File: config.mk
export PLATFORM = sky130hd
export DESIGN_NAME = sd_adc_frontend
export DESIGN_NICKNAME = d
export VERILOG_FILES = /design/src/rtl/sd_adc_pkg.sv /design/src/rtl/sd_adc_frontend_decim.sv /design/src/rtl/sd_adc_frontend.sv
export SDC_FILE = /design/constraint.sdc
export NUM_CORES = 1
export LEC_CHECK = 0
export CORE_AREA = 2 2 103 105
export CTS_BUF_LIST = sky130_fd_sc_hd__clkbuf_16
export CTS_CLUSTER_DIAMETER = 40
export CTS_CLUSTER_SIZE = 14
export DETAILED_ROUTE_END_ITERATION = 10
export DIE_AREA = 0 0 105 107
export PLACE_DENSITY_LB_ADDON = 0.15
export RECOVER_POWER = 25
export SLEW_MARGIN = 20
export SYNTH_ARGS = -nofsm -noshare
export SYNTH_HDL_FRONTEND = slang
export SYNTH_SLANG_ARGS = --single-unit
File: constraint.sdc
create_clock -name clk -period 2.1 [get_ports clk]
set_input_delay 0.42 -clock clk [delete_from_list [all_inputs] [get_ports clk]]
set_output_delay 0.42 -clock clk [all_outputs]
set_load 0.05 [all_outputs]
File: src/rtl/sd_adc_pkg.sv
// Shared types and helpers for the sigma-delta ADC front end.
package sd_adc_pkg;

   localparam int unsigned SAMPLE_W   = 8;
   localparam int unsigned SAMPLE_MAX = (1 << SAMPLE_W) - 1;

   // Threshold detector states.
   typedef enum logic [1:0] {
      IDLE  = 2'd0,
      ARMED = 2'd1,
      HIT   = 2'd2
   } det_state_e;

   // Scale a window ones-count to an 8-bit sample: ones*256/DECIM, saturated.
   // DECIM is a power of two, so the divide is a right shift by log2(DECIM).
   function automatic logic [SAMPLE_W-1:0] scale_ones(input logic [31:0] ones,
                                                      input int unsigned decim_log2);
      logic [31:0] scaled;
      scaled = (ones << SAMPLE_W) >> decim_log2;
      if (scaled > 32'(SAMPLE_MAX)) begin
         scaled = 32'(SAMPLE_MAX);
      end
      return scaled[SAMPLE_W-1:0];
   endfunction

endpackage

File: src/rtl/sd_adc_frontend_decim.sv
// Feedback flop plus boxcar ones-counter decimator for one sigma-delta channel.
// The comparator bit is registered exactly once: that flop is both the loop
// feedback (pcm) and the only copy of the bitstream used for counting.
module sd_decim
   import sd_adc_pkg::*;
#(
   parameter int unsigned DECIM = 256
) (
   input  logic                clk,
   input  logic                reset_n,
   input  logic                sd,
   output logic                pcm,
   output logic [SAMPLE_W-1:0] sample,
   output logic                sample_valid
);

   localparam int unsigned WC_W   = $clog2(DECIM);
   localparam int unsigned ONES_W = WC_W + 1;

   logic                sd_q;
   logic                primed_q;
   logic [WC_W-1:0]     wc_q,     wc_d;
   logic [ONES_W-1:0]   ones_q,   ones_d;
   logic [SAMPLE_W-1:0] sample_q, sample_d;
   logic                valid_q,  valid_d;
   logic [ONES_W-1:0]   total;

   // Window bookkeeping; counting starts only once sd_q holds a real sample.
   always_comb begin
      // NOTE: every output of this block gets a default first, so no path can leave a latch.
      wc_d     = wc_q;
      ones_d   = ones_q;
      sample_d = sample_q;
      valid_d  = 1'b0;
      total    = ones_q + ONES_W'(sd_q);
      if (primed_q) begin
         if (wc_q == WC_W'(DECIM - 1)) begin
            wc_d     = '0;
            ones_d   = '0;
            sample_d = scale_ones(32'(total), WC_W);
            valid_d  = 1'b1;
         end else begin
            wc_d   = wc_q + WC_W'(1);
            ones_d = total;
         end
      end
   end

   // Feedback flop and decimator state; a reset discards any partial window.
   always_ff @(posedge clk or negedge reset_n) begin
      // NOTE: state is updated with <= so every flop samples the pre-edge values.
      if (!reset_n) begin
         sd_q     <= 1'b0;
         primed_q <= 1'b0;
         wc_q     <= '0;
         ones_q   <= '0;
         sample_q <= '0;
         valid_q  <= 1'b0;
      end else begin
         sd_q     <= sd;
         primed_q <= 1'b1;
         wc_q     <= wc_d;
         ones_q   <= ones_d;
         sample_q <= sample_d;
         valid_q  <= valid_d;
      end
   end

   assign pcm          = sd_q;
   assign sample       = sample_q;
   assign sample_valid = valid_q;

endmodule

File: src/rtl/sd_adc_frontend.sv
// Sigma-delta ADC channel front end: feedback, decimation and an
// arm/hit/clear threshold detector that timestamps the qualifying sample.
module sd_adc_frontend
   import sd_adc_pkg::*;
#(
   parameter int unsigned DECIM = 256,
   parameter int unsigned HITS  = 2,
   parameter int unsigned TS_W  = 32
) (
   input  logic                clk,
   input  logic                reset_n,
   input  logic                sd,
   output logic                pcm,
   output logic [SAMPLE_W-1:0] sample,
   output logic                sample_valid,
   input  logic [SAMPLE_W-1:0] threshold,
   input  logic                arm,
   input  logic                clear,
   output logic                armed,
   output logic                hit,
   output logic [TS_W-1:0]     hit_ts
);

   det_state_e      state_q, state_d;
   logic [3:0]      run_q,   run_d;
   logic [3:0]      run_inc;
   logic [TS_W-1:0] ts_q;
   logic [TS_W-1:0] hit_ts_q, hit_ts_d;
   logic            armed_q, hit_q;

   sd_decim #(
      .DECIM        (DECIM)
   ) u_decim (
      .clk          (clk),
      .reset_n      (reset_n),
      .sd           (sd),
      .pcm          (pcm),
      .sample       (sample),
      .sample_valid (sample_valid)
   );

   // Detector next state: clear wins over arm and over a same-cycle qualification.
   always_comb begin
      state_d  = state_q;
      run_d    = run_q;
      hit_ts_d = hit_ts_q;
      run_inc  = run_q + 4'd1;
      if (clear) begin
         state_d = IDLE;
         run_d   = '0;
      end else begin
         case (state_q)
            IDLE: begin
               if (arm) begin
                  state_d = ARMED;
                  run_d   = '0;
               end
            end
            ARMED: begin
               if (sample_valid) begin
                  if (sample > threshold) begin
                     run_d = run_inc;
                     if (run_inc == 4'(HITS)) begin
                        state_d  = HIT;
                        hit_ts_d = ts_q;
                     end
                  end else begin
                     run_d = '0;
                  end
               end
            end
            HIT:     ;
            default: state_d = IDLE;
         endcase
      end
   end

   // Detector state, registered status decodes, and the free-running timestamp.
   always_ff @(posedge clk or negedge reset_n) begin
      if (!reset_n) begin
         state_q  <= IDLE;
         run_q    <= '0;
         ts_q     <= '0;
         hit_ts_q <= '0;
         armed_q  <= 1'b0;
         hit_q    <= 1'b0;
      end else begin
         state_q  <= state_d;
         run_q    <= run_d;
         ts_q     <= ts_q + TS_W'(1);
         hit_ts_q <= hit_ts_d;
         armed_q  <= (state_d == ARMED);
         hit_q    <= (state_d == HIT);
      end
   end

   assign armed  = armed_q;
   assign hit    = hit_q;
   assign hit_ts = hit_ts_q;

endmodule

### Word level (Yosys, flattened, before mapping)

Index checks and enable logic that the tools add are counted.

* equal/unequal tests: 8
* muxes and demuxes: 16
* $add $sub $neg: 4
* reduce and logical (&&, ||, !) cells: 5
* bitwise operators: 1
* order comparisons: 2

Operator list (number)
* $add 32x1->32 const B: 1
* $mux 4: 4
* $mux 8: 2
* $mux 2: 5
* $add 9x1->9: 1
* $gt 9x8->1 const B: 1
* $mux 9: 1
* $add 8x1->8 const B: 1
* $eq 8x8->1 const B: 1
* $gt 8x8->1: 1
* $pmux 4 s2: 1
* $pmux 2 s3: 1
* $reduce_and 5->1: 1
* $add 4x1->4 const B: 1
* $eq 2x1->1 const B: 2
* $eq 2x2->1 const B: 2
* $eq 4x2->1 const B: 1
* $ne 3x2->1 const B: 1
* $ne 3x3->1 const B: 1
* $reduce_and 3->1: 1
* $reduce_bool 3->1: 1
* $logic_not 2->1: 1
* $mux 1: 2
* $reduce_and 2->1: 1
* $not 1->1: 1

* register bits after elaboration: 100
* output and inout port bits: 44
* word-level logic and storage cells: 48

### Depth between registers and ports, before layout

* depth in word-level cells: 8
* mapped depth: 8
* mapped depth without buffers: 7

### Modules after synthesis

From an unflattened synthesis, not the netlist that was laid out.

* cells, all modules: 387
* area total of the unflattened synthesis: 4714.5 µm²

Modules (own cells, without submodules)
* sd_adc_frontend: cells an instance 265, area an instance 3399.5 µm², instances 1, seq. area each 1801.7 µm²
* sd_decim: cells an instance 122, area an instance 1315.0 µm², instances 1, seq. area each 700.7 µm²

### Worst setup path after synthesis

No wires, ideal clock.

* path type: register to register
* start: register u_decim.sample_q[1], in the netlist u_decim.sample[1]
* end: register hit_ts_q[10], in the netlist hit_ts[10]
* arrival: 2.190 ns
* required time: 1.975 ns
* period minus slack after synthesis: 2.315 ns
* setup slack: -0.215 ns
* cell stages (with the launch flop): 8
* cells stage by stage: dfrtp_1 ha_1 nor2b_1 o211ai_1 a21oi_1 o211ai_2 buf_6 mux2_2

* longest elaborated chain between the ends: 2

RTL lines
* from (decl): RTL line sd_adc_frontend_decim.sv:24 `logic [SAMPLE_W-1:0] sample_q, sample_d;`
* from (signal assigned): RTL line sd_adc_frontend_decim.sv:64 `sample_q <= sample_d;`
* $gt 8x8->1: RTL line sd_adc_frontend.sv:61 `if (sample > threshold) begin`
* $reduce_and 5->1 (no source line)
* to (signal assigned): RTL line sd_adc_frontend.sv:91 `hit_ts_q <= hit_ts_d;`
* to (decl): RTL line sd_adc_frontend.sv:28 `logic [TS_W-1:0] hit_ts_q, hit_ts_d;`

No other way between the ends.
A chain may end at the register's enable or synchronous reset.

### Worst setup path after layout

* start: register u_decim.sample_q[1], in the netlist u_decim.sample[1]
* end: register hit_ts_q[4], in the netlist hit_ts[4]

The elaborated chain is that of the path after synthesis.

==> impl_metrics.py <==
metrics = {
    "outcome": {
        "status": "finished clean",
    },
    "layout": {
        "area_delta_synth_final_pct": 32.47,
        "drive_gt1_frac": 0.2375,
        "post-route-cell-area_sq_um": 5911,
        "fin_util": 0.5857,
        "final_nets": 481,
        "diodes": 0,
    },
    "timing": {
        "hold_slack_ns": 0.4746,
        "fmax_mhz": 477.9,
        "finalSetupViolCount": 0,
        "rsz0062_at_grt": "true",
        "hold_viol": 0,
        "fin_crit_ns": 2.092,
        "maxSlewViolCount": 0,
        "clock_skew_ns": 0.01301,
        "slew_headroom": 0.1230,
        "worstMarginPinSlew_ns": 1.316,
        "post-route-period-util": 0.9963,
    },
    "worst_setup_path": {
        "crit_type": "reg -> reg",
        "endpoint": "hit_ts[4]$_DFFE_PN0P_",
        "cp.arrival_ns": 2.31,
        "crit_required_ns": 2.32,
        "rr_endpoint": "hit_ts[4]$_DFFE_PN0P_",
        "crit_path_start": "u_decim.sample[1]$_DFFE_PN0P_",
        "r2r_start": "u_decim.sample[1]$_DFFE_PN0P_",
        "worstPathMaxFanout": 8,
        "r2r_setup_slack_ns": 0.008,
        "r2r_cells": 8,
        "critPathLaunchType": "flip-flop",
        "cp-end-kind": "flip-flop",
    },
    "synth": {
        "syn-mean-instance-area_sq_um": 12.03,
        "ys_ff_latch": 100,
        "synth-async-reset-ratio": 1.000,
        "syn-instance-count": 371,
        "syn-num-nets": 398,
        "ys_seq_area_frac": 0.5609,
        "synth_edf_count": 0,
        "yosys_warnings": 0,
        "yosys_most_used_dff": "dfrtp_1",
        "synth_area_sq_um": 4462,
        "ys_types": 44,
    },
    "power_and_ir_drop": {
        "power_leakage_nw": 2.798,
        "power_density_nw_per_um2": 673.0,
        "vdd_drop_max_mv": 0.4701,
    },
    "detailed_routing": {
        "drc_errors": 0,
        "drt-initial-drc-count": 83,
        "vias": 3024,
        "final_antenna_net_count": 0,
        "viasPerCell": 5.082,
        "drt_pre_antenna_iters": 5,
        "wl_microns": 8895,
        "routedWlPerCell_microns": 14.95,
    },
    "floorplan": {
        "rows": 37,
        "die_w_microns": 105,
        "pin_count": 57,
        "die-area_sq_um": 11240,
        "start_util": 0.4421,
        "die_y_microns": 107,
        "core_sq_um": 10090,
    },
    "placement": {
        "io_buffers": 56,
        "post_dp_cell_area_sq_um": 5290,
        "dpl.hpwl_microns": 5661,
        "gp_congestion": 0.7771,
    },
    "clock_network": {
        "clockBufferDepth": 2,
        "cts.sinks": 100,
        "clk_latency_ns": 0.34,
        "ctsRootBufferMaster": "clkbuf_16",
        "cts_buffers": 9,
        "cts_htree_levels": 3,
        "cts_tree": "done",
        "clk_pin_slew_ns": 0.07,
    },
    "global_route": {
        "grt_overflow": 0,
        "grt_pass1_vias": 3049,
        "grtUsageTotal": 0.1694,
        "grt_max_degree": 101,
        "grt_pass1_wl_microns": 15040,
        "antenna_found_initial": 0,
    },
    "flow_run": {
        "maxCapViolations": 0,
    },
    "min_path": {
        "hold_path_class": "reg -> reg",
    },
}
==> layout by cell type, fill, tap and decap left out, types with 3 or more instances in the layout <==
| master | netlist | final |
|---|---|---|
| clkbuf_16 | 0 | 9 |
| ha_4 | 0 | 7 |
| and3_1 | 9 | 9 |
| nand2_1 | 31 | 31 |
| dfrtp_2 | 0 | 8 |
| inv_1 | 20 | 17 |
| ha_1 | 14 | 7 |
| nand3_1 | 12 | 12 |
| clkdlybuf4s50_1 | 0 | 45 |
| o21ai_0 | 13 | 13 |
| xnor2_1 | 31 | 31 |
| inv_2 | 0 | 5 |
| dfrtp_1 | 100 | 92 |
| and4_1 | 4 | 4 |
| buf_4 | 0 | 16 |
| nor4_2 | 1 | 3 |
| o22ai_1 | 5 | 5 |
| nor2_1 | 16 | 15 |
| xor2_1 | 13 | 13 |
| buf_12 | 0 | 4 |
| a21oi_1 | 14 | 12 |
| mux2_4 | 0 | 32 |
| dlygate4sd2_1 | 0 | 8 |
| nand4_1 | 14 | 14 |
==> Yosys cell counts, types with 2 or more instances <==
cell | instances | share of area
and4_1 | 4 | 0.0079
nand2_1 | 31 | 0.026
and2_1 | 2 | 0.0028
o22ai_1 | 5 | 0.0070
nor2_1 | 16 | 0.013
a21oi_1 | 14 | 0.016
and3_1 | 9 | 0.013
buf_6 | 4 | 0.010
o22a_1 | 2 | 0.0039
nor4_1 | 2 | 0.0028
xnor2_1 | 31 | 0.061
dfrtp_1 | 100 | 0.56
nor2b_1 | 3 | 0.0042
clkbuf_1 | 2 | 0.0017
o211a_1 | 2 | 0.0045
nand3_1 | 12 | 0.013
nor3b_1 | 2 | 0.0034
inv_1 | 20 | 0.017
o31ai_1 | 2 | 0.0034
nand4_1 | 14 | 0.020
ha_1 | 14 | 0.039
mux2_2 | 33 | 0.083
o2111ai_1 | 2 | 0.0039
o21ai_0 | 13 | 0.015
xor2_1 | 13 | 0.026
==> power breakdown <==
group / switching [mW] / internal [mW] / leakage (nW)
clock: 0.688 / 0.919 / 0.148
sequential: 0.0839 / 2.01 / 1.35
combinational: 0.155 / 0.124 / 1.30
==> state kept, by name, summed over array words and instances, names as in the netlist, 2 cells and up <==
register        flops
hit_ts             32
run_q               4
state_q             2
ts_q               32
u_decim.ones_q      9
u_decim.sample      8
u_decim.wc_q        8
==> layout make-up <==
class,instances,area (sq um)
sequential,100,2512
inverter,20,75.07
multi-input combinational,244,2079
fill,863,4182
clock buffer,9,225.2
timing repair buffer,79,780.7
clock inverter,7,67.56
tap,136,170.2
==> per-layer routing <==
layer,GRT usage,vias up,wire (microns)
met5,0,-,0
met4,0.07238,0,117
met3,0.02553,9,270
met2,0.2727,51,4345
met1,0.2297,1507,4162
li1,-,1457,-
==> worst max-delay path, cell delays in order (launching register included) <==
cell      delay, ns
dfrtp_2        0.44
ha_4           0.22
nor2b_4        0.12
o211ai_1       0.22
a21oi_2        0.12
o211ai_4       0.24
buf_12         0.16
buf_12         0.14
mux2_4         0.31
==> how the worst min path moves through the flow <==
stage / start / endpoint / depth (start not counted) / slack, ns
2_1_floorplan: reset_n / armed$_DFF_PN0_ / 0 / 0.12
6_report: ts_q[31]$_DFF_PN0_ / ts_q[31]$_DFF_PN0_ / 1 / 0.47
3_5_place_dp: ts_q[31]$_DFF_PN0_ / ts_q[31]$_DFF_PN0_ / 1 / 0.47
5_1_grt: ts_q[31]$_DFF_PN0_ / ts_q[31]$_DFF_PN0_ / 1 / 0.50
3_3_place_gp: ts_q[31]$_DFF_PN0_ / ts_q[31]$_DFF_PN0_ / 1 / 0.46
4_1_cts: reset_n / hit_ts[26]$_DFFE_PN0P_ / 2 / 0.17
==> cells by family after synthesis <==
family,Yosys count,share of synthesized area
AO/OA/AOI/OAI,45,0.06254
XOR/XNOR,44,0.08637
adder cells (fa/ha/maj),14,0.03926
buffers and inverters,27,0.02972
flip-flops,100,0.5609
multiplexers,34,0.08553
other,1,0.0008405
AND/OR/NAND/NOR,106,0.1349
==> what timing repair did <==
action                                  4_1_cts  5_1_grt
pin swaps                                    11        6
buffers inserted                              9        2
hold buffers                                  0        0
cloned                                        3        0
endpoints found under the setup margin       32       35
gates resized for setup                      51       12
==> through the flow <==
step / TNS (ns) / power, mW / setup slack, ns / cells
global placement: -16.93 / 2.397 / -0.4703 / 569
global route: -2.413 / 4.149 / -0.1061 / 595
finish: 0 / 3.978 / 0.007704 / 595
CTS: -1.028 / 4.033 / -0.07091 / 597
floorplan: -0.9101 / 2.275 / -0.03034 / 371
detailed placement: -17.85 / 2.405 / -0.5137 / 569
Note: power is estimated with default switching activity, not from simulation.
